--- config.mk ---
export PLATFORM = sky130hd
export DESIGN_NAME = alarm_sequencer
export DESIGN_NICKNAME = d
export VERILOG_FILES = /design/src/rtl/alarm_sequencer.sv
export SDC_FILE = /design/constraint.sdc
export NUM_CORES = 1
export LEC_CHECK = 0
export CAP_MARGIN = 25
export CORE_ASPECT_RATIO = 1.2
export CORE_UTILIZATION = 40
export DETAILED_ROUTE_END_ITERATION = 8
export GPL_TIMING_DRIVEN = 0
export PLACE_DENSITY = 0.68
export SLEW_MARGIN = 15
export SYNTH_ARGS = -nofsm -noshare
export SYNTH_HDL_FRONTEND = slang
export SYNTH_SLANG_ARGS = --single-unit
--- constraint.sdc ---
create_clock -name clock50 -period 3.81 [get_ports clock50]
set_input_delay 0.5715 -clock clock50 [delete_from_list [all_inputs] [get_ports clock50]]
set_output_delay 0.5715 -clock clock50 [all_outputs]
set_load 0.05 [all_outputs]
--- src/rtl/alarm_sequencer.sv ---
// rtl/alarm_sequencer.sv - alarm arm/disarm sequencer with exit/entry delays and siren timing
//
// Ports:
//   clock50      in   board clock, all logic on its rising edge
//   Mr           in   synchronous active-high master reset
//   arm          in   arm request pulse
//   code_ok      in   valid disarm code pulse
//   tamper       in   tamper switch level
//   sensor       in   zone sensor levels (1 = open)
//   state        out  encoded current state
//   blink_en     out  status blinker enable
//   siren        out  siren drive
//   armed_led    out  steady armed indicator
//   zone_latched out  zones that caused the trip
module alarm_sequencer #(
  parameter int TICK_DIV    = 50000000,
  parameter int EXIT_TICKS  = 30,
  parameter int ENTRY_TICKS = 15,
  parameter int SIREN_TICKS = 180,
  parameter int ZONES       = 4
) (
  input  logic             clock50,
  input  logic             Mr,
  input  logic             arm,
  input  logic             code_ok,
  input  logic             tamper,
  input  logic [ZONES-1:0] sensor,
  output logic [2:0]       state,
  output logic             blink_en,
  output logic             siren,
  output logic             armed_led,
  output logic [ZONES-1:0] zone_latched
);

  typedef enum logic [2:0] {
    S_DISARMED = 3'd0,
    S_EXIT     = 3'd1,
    S_ARMED    = 3'd2,
    S_ENTRY    = 3'd3,
    S_ALARM    = 3'd4
  } state_e;

  localparam int MAXT_A = (EXIT_TICKS > ENTRY_TICKS) ? EXIT_TICKS : ENTRY_TICKS;
  localparam int MAXT   = (MAXT_A > SIREN_TICKS) ? MAXT_A : SIREN_TICKS;
  localparam int TW     = $clog2(TICK_DIV);
  localparam int DW     = $clog2(MAXT + 1);

  localparam logic [TW-1:0] TICK_LAST  = TW'(TICK_DIV - 1);
  localparam logic [DW-1:0] EXIT_LAST  = DW'(EXIT_TICKS - 1);
  localparam logic [DW-1:0] ENTRY_LAST = DW'(ENTRY_TICKS - 1);
  localparam logic [DW-1:0] SIREN_LAST = DW'(SIREN_TICKS - 1);

  logic [2:0]       state_q, state_d;
  logic [TW-1:0]    tick_cnt_q, tick_cnt_d;
  logic [DW-1:0]    delay_cnt_q, delay_cnt_d;
  logic [ZONES-1:0] zone_q, zone_d;
  logic             siren_q, siren_d;
  logic             blink_en_q, blink_en_d;
  logic             armed_led_q, armed_led_d;

  logic             tick;
  logic             timed;
  logic             expire;
  logic [DW-1:0]    limit;

  always_comb begin
    tick  = (tick_cnt_q == TICK_LAST);
    limit = SIREN_LAST;
    case (state_q)
      S_EXIT:  limit = EXIT_LAST;
      S_ENTRY: limit = ENTRY_LAST;
      default: limit = SIREN_LAST;
    endcase
    // ALARM only times while the siren is still sounding; afterwards the
    // counters freeze so the silent alarm never wraps back into a siren.
    timed  = (state_q == S_EXIT) || (state_q == S_ENTRY) ||
             ((state_q == S_ALARM) && siren_q);
    expire = timed && tick && (delay_cnt_q == limit);
  end

  always_comb begin
    state_d = state_q;
    zone_d  = zone_q;
    if (state_q > 3'd4) begin
      state_d = S_DISARMED;
    end else if (tamper) begin
      state_d = S_ALARM;
    end else begin
      case (state_q)
        S_DISARMED: begin
          if (arm) begin
            state_d = S_EXIT;
            zone_d  = '0;
          end
        end
        S_EXIT: begin
          if (code_ok)     state_d = S_DISARMED;
          else if (expire) state_d = S_ARMED;
        end
        S_ARMED: begin
          if (code_ok) begin
            state_d = S_DISARMED;
          end else if (|sensor) begin
            state_d = S_ENTRY;
            zone_d  = zone_q | sensor;
          end
        end
        S_ENTRY: begin
          if (code_ok) begin
            state_d = S_DISARMED;
          end else begin
            zone_d = zone_q | sensor;
            if (expire) state_d = S_ALARM;
          end
        end
        S_ALARM: begin
          if (code_ok) state_d = S_DISARMED;
        end
        default: state_d = S_DISARMED;
      endcase
    end
  end

  // Counters restart on every state change so each interval is aligned to
  // state entry; they hold on expiry so ALARM stops counting once silent.
  always_comb begin
    tick_cnt_d  = tick_cnt_q;
    delay_cnt_d = delay_cnt_q;
    if (state_d != state_q) begin
      tick_cnt_d  = '0;
      delay_cnt_d = '0;
    end else if (timed && !expire) begin
      if (tick) begin
        tick_cnt_d  = '0;
        delay_cnt_d = delay_cnt_q + 1'b1;
      end else begin
        tick_cnt_d  = tick_cnt_q + 1'b1;
      end
    end
  end

  always_comb begin
    siren_d = siren_q;
    if (state_d != S_ALARM)      siren_d = 1'b0;
    else if (state_q != S_ALARM) siren_d = 1'b1;
    else if (expire)             siren_d = 1'b0;
    blink_en_d  = (state_d == S_EXIT) || (state_d == S_ENTRY) || (state_d == S_ALARM);
    armed_led_d = (state_d == S_ARMED) || (state_d == S_ENTRY);
  end

  always_ff @(posedge clock50) begin
    if (Mr) begin
      state_q     <= S_DISARMED;
      tick_cnt_q  <= '0;
      delay_cnt_q <= '0;
      zone_q      <= '0;
      siren_q     <= 1'b0;
      blink_en_q  <= 1'b0;
      armed_led_q <= 1'b0;
    end else begin
      state_q     <= state_d;
      tick_cnt_q  <= tick_cnt_d;
      delay_cnt_q <= delay_cnt_d;
      zone_q      <= zone_d;
      siren_q     <= siren_d;
      blink_en_q  <= blink_en_d;
      armed_led_q <= armed_led_d;
    end
  end

  assign state        = state_q;
  assign blink_en     = blink_en_q;
  assign siren        = siren_q;
  assign armed_led    = armed_led_q;
  assign zone_latched = zone_q;

endmodule
==> flow_metrics.tcl, run 1 <==
set metrics [dict create \
    outcome "finished clean" \
    grt_pass1_vias 1939 \
    crit_required_ps 4050 \
    area_delta_synth_final_pct 15.9 \
    worstRegToRegCells 7 \
    peakVddDrop_v 0.000130 \
    hp-class "flop to flop" \
    drv_cap 0 \
    fin_hold_ws_ps 481 \
    timing.final.ws_setup_ps 1150 \
    regArea_um2 881 \
    n_fill_cell 559 \
    powerDensity_nw_per_um2 316 \
    cp_max_fo 10 \
    wl_per_cell_um 13.5 \
    syn_nets 285 \
    clk_latency_ps 300 \
    grt_overflow 0 \
    drt_iter0_drc 117 \
    grt_usage_pct 17.8 \
    clk_path_buf_depth 2 \
    synth_ff_type "dfxtp_1" \
    critPathMaxStageDelay_ps 580 \
    antenna_cells 0 \
    cts_root_buf "clkbuf_8" \
    core_area_um2 5670 \
    path_delay_family "compound AO/OA/AOI/OAI gates" \
    grt_setup_unrepaired "false" \
    place.gp.congestion 0.807 \
    timing.rr.start "state[2]" \
    power_leakage_nw 0.896 \
    synth_edf_count 0 \
    dr.pass1.iters 4 \
    slowest_stage "or4_1" \
    die_area_um2 6190 \
    rr_endpoint "tick_cnt_q[23]" \
    grt_pass1_wl_um 8790 \
    worst_clock_skew_ps 8.24 \
    avgSynthCellArea_um2 8.58 \
    vias 2060 \
    cp-end-kind "flop" \
    cts_hold_buf 0 \
    final_antenna_net_count 0 \
    post_cts_resized 0 \
    portBuffers 18 \
    synth_warnings 0 \
    hold_depth 2 \
    place_ws_ps 826 \
    wl_um 5130 \
    worstPathArrival_ps 2900 \
    multi_input_area_um2 1390 \
    synthCells 274 \
    setup_tns_ps 0 \
    cts_sinks 44 \
    period_share_pct 69.7 \
    crit_type "input pin to flop" \
    syn_area_um2 2350 \
    finalNetCount 310 \
    startpoint_type "input pin" \
    setup_violations 0 \
    placementRows 30 \
    initial_core_util_pct 41.5 \
    vias_per_cell 5.42 \
    rrSetupSlack_ps 1440 \
    slew_viol_final 0 \
    h-tree-depth 2 \
    worst_pin_slew_ps 722 \
    drcViolationCount 0 \
    fmax_ghz 0.377 \
    synthDistinctLibCells 59 \
    slew-limit-headroom_pct 51.3 \
    cts_setup_buffers 0 \
    async_flop_share_pct 0 \
    grt_antenna_before_repair 0 \
    instances_no_fill 380 \
    period_minus_slack_ps 2660 \
    grt_max_degree 14 \
    hold_violations 0 \
    path_cells "clkdlybuf4s50_1, or4_1, a221oi_2, o211ai_2, a31o_1, o22a_2, buf_2, nor2_1" \
    path_clk_slew_ps 90 \
    drive_gt1_share_pct 10.7 \
    cts_tree "done" \
    die_w_um 72.0 \
    cts_made_buffers 5 \
    ios 19 \
    ys_seq_area_share_pct 37.4 \
    synth_seq_cells 44 \
    dp.cells 372 \
    hpwl_um 3760 \
    finalPower_uw 862 \
    min_from "zone_latched[2]" \
    die_h_um 86.0 \
    min_to "zone_latched[2]" \
    critPathBufInv 2 \
]
## per-layer routing
metal	up-vias	GRT usage, %	part of all wire, %
li1	1063	-	-
met1	970	22.0	47
met2	20	30.6	49
met3	7	3.17	2.0
met4	0	6.24	1.5
met5	-	0	0
## synth_stat cells (2+ instances only)
cell / number / share of area (%)
nor3_2: 2 / 0.85
or4_1: 6 / 1.9
nand2b_1: 4 / 1.1
xnor2_1: 7 / 2.6
nand4bb_1: 3 / 1.4
o41ai_1: 2 / 0.74
o31ai_1: 2 / 0.64
and4_1: 2 / 0.74
clkbuf_1: 3 / 0.48
o21ai_1: 3 / 0.64
nand3_1: 11 / 2.3
nand4_1: 11 / 2.9
nor2_1: 30 / 4.8
a21oi_1: 19 / 4.0
a31oi_1: 3 / 0.80
buf_6: 2 / 0.96
buf_2: 3 / 0.64
nor2b_1: 2 / 0.53
nand2_1: 20 / 3.2
o21a_1: 2 / 0.64
a2111oi_0: 2 / 0.74
nor4_1: 4 / 1.1
and3_1: 6 / 1.6
dfxtp_1: 44 / 37
o21ai_0: 9 / 1.9
xor2_1: 13 / 4.8
or3_1: 10 / 2.7
inv_1: 7 / 1.1
nor3_1: 7 / 1.5
ha_1: 2 / 1.1
and2_1: 5 / 1.3
## cell usage in the layout (no fill, tap or decap), types with 4 or more instances in the layout
cell type	synthesis	routed
a21oi_1	19	19
clkbuf_8	0	6
nand4_1	11	11
xor2_1	13	13
nand2b_1	4	4
inv_1	7	7
dfxtp_1	44	44
clkdlybuf4s50_1	0	18
nand3_1	11	11
and3_1	6	6
o21ai_0	9	9
and2_1	5	5
nand2_1	20	20
or3_1	10	10
xnor2_1	7	7
nor3_1	7	7
or4_1	6	6
nor4_1	4	4
nor2_1	30	30
## power by group
part / total, mW / switching [mW] / internal [mW]
clock network: 0.310 / 0.165 / 0.145
logic: 0.0837 / 0.0527 / 0.0309
registers: 0.469 / 0.00434 / 0.464
total: 0.862 / 0.222 / 0.640
## state kept, by name (all words and copies together), names as in the netlist
| signal | flops |
|---|---|
| tick_cnt_q | 26 |
| delay_cnt_q | 8 |
| zone_latched | 4 |
| state | 3 |
| armed_led | 1 |
| blink_en | 1 |
| siren | 1 |
## tightest hold or removal path, cell delays in order (launching register included)
cell     delay, ps
dfxtp_1        330
a21oi_1         40
nor2_1          80
## kinds of logic (layout without fill, tap and decap cells)
kind of cell / after synthesis / in the layout / share of synthesized area [%]
buf+inv: 16 / 42 / 3.51
simple gates: 134 / 134 / 33.0
compound gates: 56 / 56 / 16.6
mux: 2 / 2 / 0.904
flops: 44 / 44 / 37.4
xor+xnor: 20 / 20 / 7.45
fa+ha+maj: 2 / 2 / 1.06
## worst max-delay path by stage
stage | start | end | slack [ps] | cells after the start
global route | sensor[0] | tick_cnt_q[25] | 1000 | 8
detailed placement | sensor[0] | tick_cnt_q[25] | 830 | 8
finish | sensor[0] | tick_cnt_q[25] | 1150 | 8
CTS | sensor[0] | tick_cnt_q[25] | 1140 | 8
floorplan | state[2] | delay_cnt_q[7] | 1490 | 7
global placement | sensor[0] | tick_cnt_q[13] | 880 | 8
## through the flow
stage          utilization (%)  cell area, µm²
2_1_floorplan                -            2350
3_3_place_gp              46.4            2630
3_5_place_dp              46.4            2630
4_1_cts                   48.1            2730
5_1_grt                   48.1            2730
6_report                  48.1            2730
## final cells by class
| cell class | count | area share, % |
|---|---|---|
| repair buffers | 18 | 6.61 |
| well taps | 80 | 3.67 |
| multi-input cells | 214 | 51.0 |
| clock inverters | 2 | 0.367 |
| flip-flops and latches | 44 | 32.3 |
| clock buffers | 6 | 3.03 |
| plain buffers | 9 | 2.07 |
| inverters | 7 | 0.964 |
(Power assumes the default switching activity.)
==> inputs of run 2 (changes only) <==
Settings changed: PLACE_DENSITY 0.68 to 0.71.
Clock period 3.81 ns to 2.3 ns, I/O delays scaled along.
==> run 2 against run 1 <==
Compared with the run above: first-iteration DRC count increased by 5.1%; non-clock buffer count increased by 6; core utilization increased by 2.2 points; largest power group unchanged; final cell count increased by 1.6%; count of clock-buffer cells in the layout unchanged; sequential cell count unchanged; largest cell class unchanged; highest routed layer unchanged; via count increased by 3.2%; sequential power increased by 65%; critical path type is now flop to flop; combinational power increased by 86%; routed wire length increased by 4.6%; die area unchanged.
==> flow_metrics.tcl, run 2 (synthesized netlist as in run 1, its figures left out) <==
set metrics [dict create \
    die_h_um 86.0 \
    grt_max_degree 14 \
    die_area_um2 6190 \
    clkPwrFrac_pct 35.0 \
    powerDensity_nw_per_um2 503 \
    hold_violations 0 \
    p_int_mw 1.07 \
    grt_overflow 0 \
    cts_tree "done" \
    grt_pass1_wl_um 8870 \
    cts_made_buffers 5 \
    grt_setup_unrepaired "true" \
    portBuffers 18 \
    outcome "finished clean" \
    finalNetCount 316 \
    die_w_um 72.0 \
    grt_pass1_vias 1928 \
    layout_commonest_cell "dfxtp_1" \
    startpoint_type "flop" \
    worstPathArrival_ps 2500 \
    cts_hold_buf 0 \
    cts_sinks 44 \
    p_sw_uw 362 \
    slew-limit-headroom_pct 56.7 \
    cp-end-kind "flop" \
    grt_usage_pct 18.0 \
    placedInstanceArea_um2 2630 \
    place.gp.congestion 0.814 \
    final_area_um2 2850 \
    largest_register_ffs 26 \
    core_area_um2 5670 \
    vias 2126 \
    power_leakage_nw 0.958 \
    peakVddDrop_v 0.000381 \
    clk_latency_ps 300 \
    ios 19 \
    p_seq_share_pct 54.1 \
    setup_violations 0 \
    path_clk_slew_ps 80 \
    worst_clock_skew_ps 10.1 \
    drv_cap 0 \
    swShare_pct 25.2 \
    largest_register "tick_cnt_q" \
    mostFrequentLayoutCells "dfxtp_1, nor2_1, nand2_1" \
    grt_antenna_before_repair 0 \
    hpwl_um 3770 \
    placementRows 30 \
    area_delta_synth_final_pct 21.2 \
    crit_type "flop to flop" \
    vias_per_cell 5.51 \
    slew_viol_final 0 \
    cp_max_fo 10 \
    antenna_cells 0 \
    drt_iter0_drc 123 \
    hp-class "flop to flop" \
    worst_pin_slew_ps 644 \
    rrSetupSlack_ps 40 \
    setup_tns_ps 0 \
    fin_hold_ws_ps 478 \
    final_antenna_net_count 0 \
    initial_core_util_pct 41.5 \
    dr.pass1.iters 4 \
    drive_gt1_share_pct 15.7 \
    p_comb_share_pct 10.9 \
    clk_path_buf_depth 2 \
    drcViolationCount 0 \
    wl_um 5370 \
    crit_required_ps 2540 \
    final_util_pct 50.3 \
    fmax_ghz 0.443 \
    cts_root_buf "clkbuf_8" \
    wl_per_cell_um 13.9 \
    period_minus_slack_ps 2260 \
    h-tree-depth 2 \
    period_share_pct 98.2 \
]
run 2: power by group through the flow:
stage / registers (mW) / logic (mW) / clock network, mW
2_1_floorplan: 0.820 / 0.0607 / 0
3_3_place_gp: 0.794 / 0.138 / 0
3_5_place_dp: 0.794 / 0.139 / 0
4_1_cts: 0.776 / 0.141 / 0.517
5_1_grt: 0.778 / 0.167 / 0.554
6_report: 0.776 / 0.156 / 0.502
run 2: worst paths after layout:
kind / to / start / depth (start not counted)
worst max-delay path: delay_cnt_q[7] / tick_cnt_q[8] / 8
worst min-delay path: zone_latched[2] / zone_latched[2] / 2
worst max register to register: delay_cnt_q[7] / tick_cnt_q[8] / 8
worst min register to register: zone_latched[2] / zone_latched[2] / 2
run 2: cell type report:
| type | count | area (µm²) |
|---|---|---|
| timing repair buffer | 24 | 229 |
| clock buffer | 6 | 82.6 |
| multi-input combinational | 214 | 1450 |
| buffer | 9 | 72.6 |
| inverter | 7 | 26.3 |
| tap | 80 | 100 |
| clock inverter | 2 | 10.0 |
| fill | 530 | 2820 |
| sequential | 44 | 883 |
run 2: critical path, cell delays in order, from the launching register on:
cell and delay [ps]:
dfxtp_1 310, buf_6 130, nand4bb_1 250, or4_4 570, nor3_4 190, o31ai_4 130, buf_6 160, or3_1 320
a21oi_2 130
run 2: through the flow:
step	std cells	power [mW]	setup WS, ps
after floorplan	274	0.881	33.8
after global placement	372	0.932	-382
after detailed placement	372	0.933	-415
after CTS	383	1.43	-2.07
after global routing	386	1.50	-40.4
final	386	1.43	40.4
run 2: metal layers:
| layer | part of all wire [%] | vias up | global-route usage (%) |
|---|---|---|---|
| met5 | 0 | - | 0 |
| met4 | 2.1 | 0 | 7.13 |
| met3 | 2.9 | 8 | 4.35 |
| met2 | 51 | 33 | 29.9 |
| met1 | 44 | 1013 | 22.3 |
| li1 | - | 1072 | - |
run 2: timing repair:
action                                  in CTS  in global routing
hold endpoints to repair                     0                  0
pin swaps                                    3                  5
endpoints found under the setup margin      13                 22
buffers inserted                             3                  3
gates resized for setup                      0                 20
